$ cat src/rtl/controller_fwft_fifo_pkg.sv
// Shared helpers for the controller FWFT FIFO.
package controller_fwft_fifo_pkg;

   // Bits needed to index v distinct values; returns 1 for v <= 2.
   function automatic int clog2(input int v);
      int r;
      r = 1;
      while ((1 << r) < v) r++;
      return r;
   endfunction

endpackage

$ cat src/rtl/controller_fwft_fifo_ram.sv
// Simple dual-port storage: sync write, registered read, read-before-write.
module controller_fwft_fifo_ram
   import controller_fwft_fifo_pkg::*;
#(
   parameter int WIDTH  = 8,
   parameter int DEPTH  = 8,
   parameter int ADDR_W = 3
) (
   input  logic              clk_i,
   input  logic              we_i,
   input  logic [ADDR_W-1:0] waddr_i,
   input  logic [WIDTH-1:0]  wdata_i,
   input  logic              re_i,
   input  logic [ADDR_W-1:0] raddr_i,
   output logic [WIDTH-1:0]  rdata_o
);

   logic [WIDTH-1:0] mem_q [DEPTH];
   logic [WIDTH-1:0] rdata_q;

   always_ff @(posedge clk_i) begin
      if (we_i) mem_q[waddr_i] <= wdata_i;
      if (re_i) rdata_q <= mem_q[raddr_i];
   end

   assign rdata_o = rdata_q;

endmodule

$ cat src/rtl/controller_fwft_fifo.sv
// First-word-fall-through FIFO: RAM body, one fetch in flight, 2-entry head buffer.
module controller_fwft_fifo
   import controller_fwft_fifo_pkg::*;
#(
   parameter int FIFO_WIDTH = 8,
   parameter int FIFO_DEPTH = 8,
   parameter int LEVEL_W    = clog2(FIFO_DEPTH + 1),
   parameter int ADDR_W     = clog2(FIFO_DEPTH)
) (
   input  logic                  clock,
   input  logic                  resetn,
   input  logic                  wrEn,
   input  logic [FIFO_WIDTH-1:0] wrData,
   input  logic                  rdEn,
   input  logic [LEVEL_W-1:0]    wmarkLevel,
   input  logic                  clrErr,
   output logic [FIFO_WIDTH-1:0] rdData,
   output logic                  rdValid,
   output logic                  fifoFull,
   output logic                  fifoEmpty,
   output logic                  wMarkFull,
   output logic [LEVEL_W-1:0]    level,
   output logic                  overflow,
   output logic                  underflow
);

   logic [ADDR_W-1:0]     wr_ptr_q, wr_ptr_d, rd_ptr_q, rd_ptr_d;
   logic [LEVEL_W-1:0]    level_q, level_d, ram_cnt;
   logic [1:0]            buf_cnt_q, buf_cnt_d;
   logic [FIFO_WIDTH-1:0] buf0_q, buf0_d, buf1_q, buf1_d, ram_rdata;
   logic                  fetch_vld_q, fetch;
   logic                  ovf_q, ovf_d, udf_q, udf_d;
   logic                  pop, push_ok;

   assign rdValid   = (buf_cnt_q != 2'd0);
   assign pop       = rdEn & rdValid;
   assign fifoFull  = (level_q == LEVEL_W'(FIFO_DEPTH));
   assign fifoEmpty = (level_q == '0);
   assign push_ok   = wrEn & (~fifoFull | pop);
   assign wMarkFull = (wmarkLevel != '0) && (level_q >= wmarkLevel);
   assign level     = level_q;
   assign rdData    = buf0_q;
   assign overflow  = ovf_q;
   assign underflow = udf_q;

   // Entries still parked in RAM; fetch only when the head buffer is
   // guaranteed a free slot by the time the read data lands.
   assign ram_cnt = level_q - LEVEL_W'(buf_cnt_q) - LEVEL_W'(fetch_vld_q);
   assign fetch   = (ram_cnt != '0) &&
                    (({1'b0, buf_cnt_q} + {2'b0, fetch_vld_q}) <= (3'd1 + {2'b0, pop}));

   controller_fwft_fifo_ram #(
      .WIDTH  (FIFO_WIDTH),
      .DEPTH  (FIFO_DEPTH),
      .ADDR_W (ADDR_W)
   ) u_ram (
      .clk_i   (clock),
      .we_i    (push_ok),
      .waddr_i (wr_ptr_q),
      .wdata_i (wrData),
      .re_i    (fetch),
      .raddr_i (rd_ptr_q),
      .rdata_o (ram_rdata)
   );

   always_comb begin
      wr_ptr_d  = wr_ptr_q;
      rd_ptr_d  = rd_ptr_q;
      level_d   = level_q;
      buf0_d    = buf0_q;
      buf1_d    = buf1_q;
      buf_cnt_d = buf_cnt_q;
      if (push_ok)
         wr_ptr_d = (wr_ptr_q == ADDR_W'(FIFO_DEPTH - 1)) ? '0 : wr_ptr_q + ADDR_W'(1);
      if (fetch)
         rd_ptr_d = (rd_ptr_q == ADDR_W'(FIFO_DEPTH - 1)) ? '0 : rd_ptr_q + ADDR_W'(1);
      if (push_ok && !pop)      level_d = level_q + LEVEL_W'(1);
      else if (!push_ok && pop) level_d = level_q - LEVEL_W'(1);
      // Pop shifts the head first, then the landing read fills the next free slot.
      if (pop) begin
         buf0_d    = buf1_q;
         buf_cnt_d = buf_cnt_q - 2'd1;
      end
      if (fetch_vld_q) begin
         if (buf_cnt_d == 2'd0) buf0_d = ram_rdata;
         else                   buf1_d = ram_rdata;
         buf_cnt_d = buf_cnt_d + 2'd1;
      end
      ovf_d = (wrEn & ~push_ok) | (ovf_q & ~clrErr);
      udf_d = (rdEn & ~rdValid) | (udf_q & ~clrErr);
   end

   always_ff @(posedge clock or negedge resetn) begin
      if (!resetn) begin
         wr_ptr_q    <= '0;
         rd_ptr_q    <= '0;
         level_q     <= '0;
         buf0_q      <= '0;
         buf1_q      <= '0;
         buf_cnt_q   <= 2'd0;
         fetch_vld_q <= 1'b0;
         ovf_q       <= 1'b0;
         udf_q       <= 1'b0;
      end else begin
         wr_ptr_q    <= wr_ptr_d;
         rd_ptr_q    <= rd_ptr_d;
         level_q     <= level_d;
         buf0_q      <= buf0_d;
         buf1_q      <= buf1_d;
         buf_cnt_q   <= buf_cnt_d;
         fetch_vld_q <= fetch;
         ovf_q       <= ovf_d;
         udf_q       <= udf_d;
      end
   end

endmodule

$ cat config.mk
export PLATFORM = sky130hd
export DESIGN_NAME = controller_fwft_fifo
export DESIGN_NICKNAME = d
export VERILOG_FILES = /design/src/rtl/controller_fwft_fifo_pkg.sv /design/src/rtl/controller_fwft_fifo_ram.sv /design/src/rtl/controller_fwft_fifo.sv
export SDC_FILE = /design/constraint.sdc
export NUM_CORES = 1
export LEC_CHECK = 0
export ABC_AREA = 1
export CORE_ASPECT_RATIO = 0.9
export CORE_MARGIN = 10
export CORE_UTILIZATION = 40
export CTS_BUF_LIST = sky130_fd_sc_hd__clkbuf_2
export CTS_CLUSTER_DIAMETER = 30
export DETAILED_ROUTE_END_ITERATION = 10
export DONT_BUFFER_PORTS = 1
export SLEW_MARGIN = 10
export SYNTH_ARGS = -nofsm -noshare
export SYNTH_HDL_FRONTEND = slang
export SYNTH_SLANG_ARGS = --single-unit
$ cat constraint.sdc
create_clock -name clock -period 5.6 [get_ports clock]
set_input_delay 0.56 -clock clock [delete_from_list [all_inputs] [get_ports clock]]
set_output_delay 0.56 -clock clock [all_outputs]
set_load 0.01 [all_outputs]
== Word-level counts from Yosys, hierarchy flattened ==
Memory sizes are Yosys's and may differ from the RTL's. A register that Yosys moved wholly into a read port is not among the register bits.
Cells that the tools add are included.
Operators by class
  add/subtract/negate cells: 10
  magnitude comparators: 2
  eq/ne operators: 3
  mux-type cells: 11
  bitwise logic cells: 14
  reductions and logical operators: 13
Operators by type and width (count)
  $mux W8: 3
  $mux W4: 2
  $reduce_bool A4 Y1: 2
  $add A3 B1 Y3 const B: 2
  $and A1 B1 Y1: 6
  $eq A3 B3 Y1 const B: 2
  $mux W3: 2
  $not A1 Y1: 5
  $add A4 B1 Y4 const B: 1
  $eq A4 B4 Y1 const B: 1
  $ge A4 B4 Y1: 1
  $logic_and A1 B1 Y1: 4
  $logic_not A4 Y1: 1
  $mux W2: 2
  $reduce_bool A2 Y1: 2
  $sub A4 B1 Y4: 1
  $sub A4 B1 Y4 const B: 1
  $sub A4 B2 Y4: 1
  $add A2 B1 Y3: 1
  $le A3 B2 Y1: 1
  $or A1 B1 Y1: 3
  $add A1 B1 Y2 const A: 1
  $add A2 B1 Y2 const B: 1
  $logic_not A1 Y1: 2
  other kinds (4): 5
Storage, ports and cells
  flip-flop bits (word level): 31
  memory bits (writable): 64
  input port bits: 17
  output and inout port bits: 18
  word-level logic and storage cells: 63
  memories kept: 1
Memory list
  u_ram.mem_q: depth 8, bits a word 8, read ports 1, clocked after Yosys merged registers in 1, wr ports 1, line controller_fwft_fifo_ram.sv:18  | logic [WIDTH-1:0] mem_q [DEPTH];

== Longest topological paths before layout ==
  depth after elaboration: 8
  gate-level depth with buffers: 16
  gate-level depth less buffers: 16

== Hierarchy ==
Synthesis repeated with hierarchy kept, for this count alone.
Second synthesis, totals
  cell total of the unflattened synthesis: 518
  area, all modules: 5003.5 sq um
By module, submodules not included
  controller_fwft_fifo_ram: instances 1, cells an instance 303, area each 3130.5 sq um, seq. area each 2162.1 sq um
  controller_fwft_fifo: instances 1, cells an instance 215, area each 1873.0 sq um, seq. area each 775.7 sq um

== Least setup slack after synthesis ==
Ideal clock, no wire load.
  path type: reg2reg
  start point: register level_q[0], in the netlist level[0]
  end point: register u_ram.rdata_q[0], in the netlist u_ram.rdata_o[0], read port of u_ram.mem_q, enable pin
  library setup time: 0.327 ns
  data arrival time: 2.542 ns
  required time: 5.273 ns
  path slack: 2.731 ns
  cell stages (with the launch flop): 12
  buffers on the path: 0
  period minus slack after synthesis: 2.869 ns
  cells stage by stage: dfrtp_1 -> fa_1 -> inv_1 -> ha_1 -> or2_2 -> fa_1 -> inv_1 -> nand3_1 -> nor2_1 -> nand3_2 -> nand2_2 -> inv_1
Between the ends
  longest elaborated chain between the ends: 4
RTL lines
  start: declaration: line controller_fwft_fifo.sv:28  | logic [LEVEL_W-1:0] level_q, level_d, ram_cnt;
  start signal: assignment: line controller_fwft_fifo.sv:107  | level_q <= level_d;
  $sub A4 B2 Y4: line controller_fwft_fifo.sv:48  | assign ram_cnt = level_q - LEVEL_W'(buf_cnt_q) - LEVEL_W'(fetch_vld_q);
  $sub A4 B1 Y4: line controller_fwft_fifo.sv:48
  $reduce_bool A4 Y1: line controller_fwft_fifo.sv:49  | assign fetch = (ram_cnt != '0) &&
  $logic_and A1 B1 Y1: line controller_fwft_fifo.sv:49
  via fetch: line controller_fwft_fifo.sv:31  | logic fetch_vld_q, fetch;
  end: declaration: line controller_fwft_fifo_ram.sv:19  | logic [WIDTH-1:0] rdata_q;
The timed path passes the listed nets, and every way through them passes these cells.
A chain may end at the register's enable or synchronous reset.

== Final worst setup path ==
  start point: register level_q[0], in the netlist level[0]
  end point: register u_ram.rdata_q[5], in the netlist u_ram.rdata_o[5], read port of u_ram.mem_q, enable pin
The elaborated chain is that of the path after synthesis.

==> key figures <==
Clocking
  – Setup Buffers After CTS: 0
  – Clock buffer count from CTS: 9
  – CTS tree: built
  – Bufs on Longest Clock Path: 2
  – CTS resizes: 0
  – Clock Root Buffer: clkbuf_2
  – Worst-path clk slew: roughly 0.28 ns
  – H-tree levels: 3
  – Hold Buf Count CTS: 10
  – Clk_lat worst skew: 0.60 ns
  – TritonCTS Sinks: 103

Timing
  – RSZ-0062 raised after global routing: no
  – Final hold vios: 0
  – Period utilization: between 50% and 60%
  – Worst slew margin: 27.71%
  – Max frequency: between 300 and 400 MHz
  – # setup viols final: 0
  – Slew Limit Fails: 0
  – Worst slew pin tran: approximately 1.1 ns
  – Final min period: between 3 and 4 ns
  – Clk_skew: between 0.03 and 0.04 ns
  – Setup TNS: 0 ns

Synth
  – Count leader, synth: nor2_1
  – Netlist cell types: 30
  – Seq cells post-synth: 103
  – Synth top area share: around 46%
  – Number of enable flip-flop cells after synthesis: 72
  – Top_reg_cell synth: edfxtp_1
  – Ranking of synthesized cells by area: edfxtp_1 (46%), dfrtp_1 (16%), o21ai_0 (6.3%)
  – Post-synth top cells: nor2_1 (74), edfxtp_1 (72), nand2_1 (62), o21ai_0 (59), inv_1 (40)
  – Syn_nets: approximately 480
  – Sequential area share after synthesis: ~62%
  – Post-Syn Area: 4703 µm²
  – Yosys Warn Count: 0
  – Post-synth ARST share: a little under a third
  – Cells after synthesis: ~440
  – Synth area leader: edfxtp_1
  – Syn Area/Cell: 10.76 µm²

Setup path
  – Setup crit end kind: register
  – Worst Path Class, Setup: register to register
  – Crit-path max FO: 9
  – Flop2flop setup slack: between 2 and 2.5 ns
  – Critical Path Source Type: register
  – WP data required: 5.91 ns
  – Arr. time, crit path: 3.44 ns

Floorplan
  – Die footprint: around 17,000 µm²
  – Initial core utilization: around two fifths
  – Die height: between 100 and 150 µm
  – Row count: 37
  – Die width: ~130 µm
  – Io pins: 35
  – Core ar.: between 10,000 and 15,000 µm²

Routing
  – Antenna viol nets, final: 0
  – Via Count: approximately 2,900
  – Detailed Route WL: just under 9000 µm
  – Routed len/inst: 14.67 µm
  – # DRC: 0
  – DR iter-0 viols: ~170
  – Drt via density: slightly below 5
  – Drt pass-1 iters: 4

Pwr
  – Peak supply drop: ~190 µV
  – P_leak: between 2 and 2.5 nW
  – Power Dens Cells: about 560 nW/µm²

Run
  – Max Cap Viol: 0

Global routing
  – Overall global routing resource usage: a little under an eighth
  – Number of global-route vias before repair: around 3,000
  – First-pass GRT wire length: between 15,000 and 20,000 µm
  – Largest net degree at the start of global routing: 36
  – GRT overflow: 0
  – Antenna violations before repair: 0

Cells and area
  – Final Cell Area: 5042 µm²
  – Multi-input logic area: about 1500 µm²
  – Seq. cell area: 2938 µm²
  – Share of post-route cells with drive strength above 1: ~7.8%
  – Area growth, synth to finish: 7.209%
  – Layout fillers: between 1,000 and 1,500
  – Final nets: between 400 and 500

Place
  – Detailed placement HPWL: approximately 6000 µm
  – Cell Area, Placed: between 4000 and 5000 µm²
  – GPL Wtd Cong: just under 0.8
  – Port buffer count: 0

Run status
  – Outcome: complete, no violations

Min path
  – Hold WC Path Type: input port to register
-- flip-flops by register name, indices dropped and copies added (netlist names) --
name / count
buf_cnt_q: 2
rd_ptr_q: 3
overflow: 1
buf1_q: 8
rdData: 8
underflow: 1
fetch_vld_q: 1
u_ram.mem_q: 64
wr_ptr_q: 3
level: 4
u_ram.rdata_o: 8
-- cell type report --
cell class              count  share of cell area (%)
clock buffers               9                  0.8933
diodes                      1                 0.04963
inverters                  43                   3.201
repair buffers             14                   2.928
well taps                 156                   3.871
multi-input cells         275                   29.65
flip-flops and latches    103                   58.26
clock inverters             7                   1.141
-- metal layers --
metal | vias to the layer above | share of wire, % | track usage, %
met3 | 10 | 5.8 | 4.003
met2 | 65 | 47 | 19.18
met4 | 0 | 1.1 | 3.329
met5 | - | 0 | 0
li1 | 1491 | - | -
met1 | 1375 | 47 | 14.07
-- worst paths after layout --
kind,from,endpoint,cells after the start
max in group asynchronous,resetn,buf1_q[7],2
setup reg to reg,level[0],u_ram.rdata_o[5],11
hold / removal,rdEn,underflow,2
hold reg to reg,buf1_q[0],buf1_q[0],2
min in group asynchronous,resetn,level[3],2
setup / recovery,level[0],u_ram.rdata_o[5],11
-- cells in the final DEF (no fill, tap or decap), drive strengths merged, types with 2 or more instances in the layout --
| cell | Yosys | layout |
|---|---|---|
| clkinv | 0 | 4 |
| dfrtp | 31 | 31 |
| o21ai | 77 | 77 |
| fa | 4 | 4 |
| xnor2 | 4 | 4 |
| clkinvlp | 0 | 2 |
| edfxtp | 72 | 72 |
| dlygate4sd3 | 0 | 12 |
| o22ai | 8 | 8 |
| nor3 | 2 | 2 |
| ha | 20 | 20 |
| buf | 13 | 2 |
| nand2 | 66 | 66 |
| xor2 | 2 | 2 |
| inv | 43 | 44 |
| clkbuf | 3 | 9 |
| nand3 | 13 | 13 |
| or2 | 2 | 2 |
| nor2 | 74 | 74 |
-- critical path: stages (launching register included) --
cell     delay (ns)
dfrtp_1        0.59
fa_1           0.61
inv_1          0.06
ha_1           0.20
or2_2          0.31
fa_1           0.49
inv_1          0.04
nand3_1        0.07
nor2_1         0.05
nand3_2        0.09
nand2_2        0.08
inv_1          0.26
-- report_power, final --
part	internal (mW)	switching [mW]	leakage [nW]
logic	0.442	0.804	0.928
registers	1.08	0.198	1.04
clock network	0.0632	0.253	0.0600
-- cell families after synthesis --
logic type	count (synthesis)	synth area share [%]
simple gates	158	13.49
flops	103	62.46
compound gates	87	10.16
buf+inv	59	5.746
fa+ha+maj	24	7.023
xor+xnor	6	1.117
-- per-stage QoR --
stage	hold slack (ns)	utilization [%]	worst slack, ns	std cells	power, mW
finish	0.1018	43.92	2.469	608	2.842
global route	0.08864	43.90	2.286	607	3.145
CTS	0.007349	43.64	2.454	604	2.876
detailed placement	0.2658	41.78	2.495	578	2.538
global placement	0.2655	41.78	2.541	578	2.497
floorplan	0.2644	-	2.731	437	2.285
(Power assumes the default switching activity.)
==> RTL edit: new RTL, same flow settings <==
Set the parameter `FIFO_WIDTH` to 12 (it was 8).
--- a/src/rtl/controller_fwft_fifo.sv
+++ b/src/rtl/controller_fwft_fifo.sv
@@ -2,7 +2,7 @@
 module controller_fwft_fifo
    import controller_fwft_fifo_pkg::*;
 #(
-   parameter int FIFO_WIDTH = 8,
+   parameter int FIFO_WIDTH = 12,
    parameter int FIFO_DEPTH = 8,
    parameter int LEVEL_W    = clog2(FIFO_DEPTH + 1),
    parameter int ADDR_W     = clog2(FIFO_DEPTH)
Ports: changed (resized rdData and wrData); port bits go from 35 to 43. No check against the original RTL was run, so the function may have changed too.
==> RTL edit against the unedited design <==
Combinational power grew 24%; sequential cell count grew 44; cell count grew 32%; worst setup slack lost 210 ps; non-clock buffer count grew 12; routed wire length grew 40%; clock skew grew 5.5 ps; first-iteration DRC count grew 52%; total power grew 37%; cell area grew 38%; fmax shrank 6.4%; area after synthesis grew 36%.
==> RTL edit: results <==
{
  "grt_pass1_wl_um": 20600,
  "synth-edff-count": 108,
  "cp_max_fo": 13,
  "regMostFlops": "u_ram.mem_q",
  "yosys_warnings": 0,
  "slowest_delay_ps": 620,
  "status": "finished, final reports clean",
  "place_hpwl_um": 7630,
  "finalNonFillerCells": 800,
  "gr-usage-all-layers_pct": 11.8,
  "antenna_found_initial": 1,
  "drive_above_1_share_pct": 10.2,
  "clk_latency_ps": 690,
  "grt_max_degree": 53,
  "synth_adder_area_share_pct": 5.18,
  "arrival_ps": 3690,
  "synthTopCellsByArea": "edfxtp_1, dfrtp_1, o21ai_0",
  "initialDrtViolationCount": 264,
  "fill_cells": 1413,
  "firstDrtPassIters": 5,
  "skew_ps": 38.7,
  "placedCellCount": 750,
  "cts-htree-levels": 4,
  "numCtsBuffers": 17,
  "synth_cell_type_count": 30,
  "io_buffers": 0,
  "cts.reportedPaths.clkPinSlew_ps": 210,
  "cpMaxStageDelayCell": "fa_1",
  "synthTopCellsByCount": "edfxtp_1, nor2_1, nand2_1, o21ai_0, dfrtp_1",
  "muxShareOfSynthArea_pct": 1.18,
  "postSynthCellCount": 563,
  "gp_congestion": 0.750,
  "largest_reg_flops": 96,
  "p_sw_share_pct": 42.8,
  "ys_seq_area_share_pct": 66.2,
  "worstMarginPinSlew_ps": 860,
  "via_per_inst": 4.97,
  "synthXorXnorAreaFrac_pct": 0.687,
  "peakVddDrop_mv": 0.253,
  "placed_area_sq_um": 6560,
  "syn_nets": 608,
  "drt_wl_total_um": 12500,
  "synth_compound_area_share_pct": 9.81,
  "grt_pass1_vias": 3911,
  "nets": 629,
  "p_leak_nw": 2.73,
  "async_flop_share_pct": 26.5
}
## RTL edit: changes by cell type after synthesis, moves of 3 or more
cell / unedited run / this run
nand2_2: 4 / 1
dfrtp_1: 31 / 39
buf_6: 1 / 5
a31oi_1: 0 / 5
edfxtp_1: 72 / 108
inv_1: 40 / 36
mux2_4: 0 / 5
o21ai_0: 59 / 83
nor2_1: 74 / 100
buf_4: 4 / 1
nand2_1: 62 / 83
clkbuf_1: 1 / 7
## RTL edit: cell type report
| class | instances | area (sq um) | share of cell area (%) |
|---|---|---|---|
| diodes | 1 | 2.50 | 0.0360 |
| clock buffers | 17 | 85.1 | 1.22 |
| clock inverters | 15 | 123 | 1.76 |
| inverters | 40 | 150 | 2.16 |
| multi-input cells | 352 | 1870 | 26.9 |
| flip-flops and latches | 147 | 4220 | 60.7 |
| well taps | 202 | 253 | 3.64 |
| repair buffers | 26 | 248 | 3.57 |
## RTL edit: worst paths after layout
check | startpoint | end | slack, ps | depth (start not counted)
worst min-delay path | wrEn | wr_ptr_q[2]$_DFFE_PN0P_ | 220 | 4
worst max-delay path | level[0]$_DFFE_PN0P_ | u_ram.rdata_o[3]$_DFFE_PP_ | 2250 | 10
worst max register to register | level[0]$_DFFE_PN0P_ | u_ram.rdata_o[3]$_DFFE_PP_ | 2250 | 10
min in group asynchronous | resetn | level[3]$_DFFE_PN0P_ | 270 | 2
worst min register to register | buf1_q[2]$_DFFE_PN0P_ | buf1_q[2]$_DFFE_PN0P_ | 520 | 2
max in group asynchronous | resetn | rd_ptr_q[1]$_DFFE_PN0P_ | 5080 | 2
## RTL edit: power by group through the flow
stage                     Clock (mW)  Sequential [mW]  Combinational [mW]
after floorplan                    0             1.72                1.28
after global placement             0             1.83                1.46
after detailed placement           0             1.83                1.51
after CTS                      0.563             1.81                1.55
after global routing           0.607             1.85                1.79
final                          0.548             1.80                1.55
## RTL edit: critical path, delay by kind of cell (launching register included)
family | cells | cell delay [ps]
AND/OR/NAND/NOR | 4 | 650
flip-flops | 1 | 570
adder cells (fa/ha/maj) | 3 | 1280
AO/OA/AOI/OAI | 1 | 100
buffers and inverters | 2 | 420
## RTL edit: metal layers
metal	global-route usage [%]	wire, um	up-vias
met1	15.7	5980	1866
met5	0	0	-
met4	4.61	182	0
li1	-	-	1980
met2	17.8	5500	114
met3	3.17	804	17
## RTL edit: repair_timing
item / in CTS / in global routing
resized for setup: 0 / 0
hold buffers: 17 / 0
endpoints found under the hold margin: 137 / 0
## RTL edit: stage by stage
step / hold WS (ps) / utilization, %
after detailed placement: 266 / 42.2
after CTS: 162 / 44.7
after floorplan: 264 / -
after global routing: 219 / 44.7
after global placement: 266 / 42.2
final: 224 / 44.7
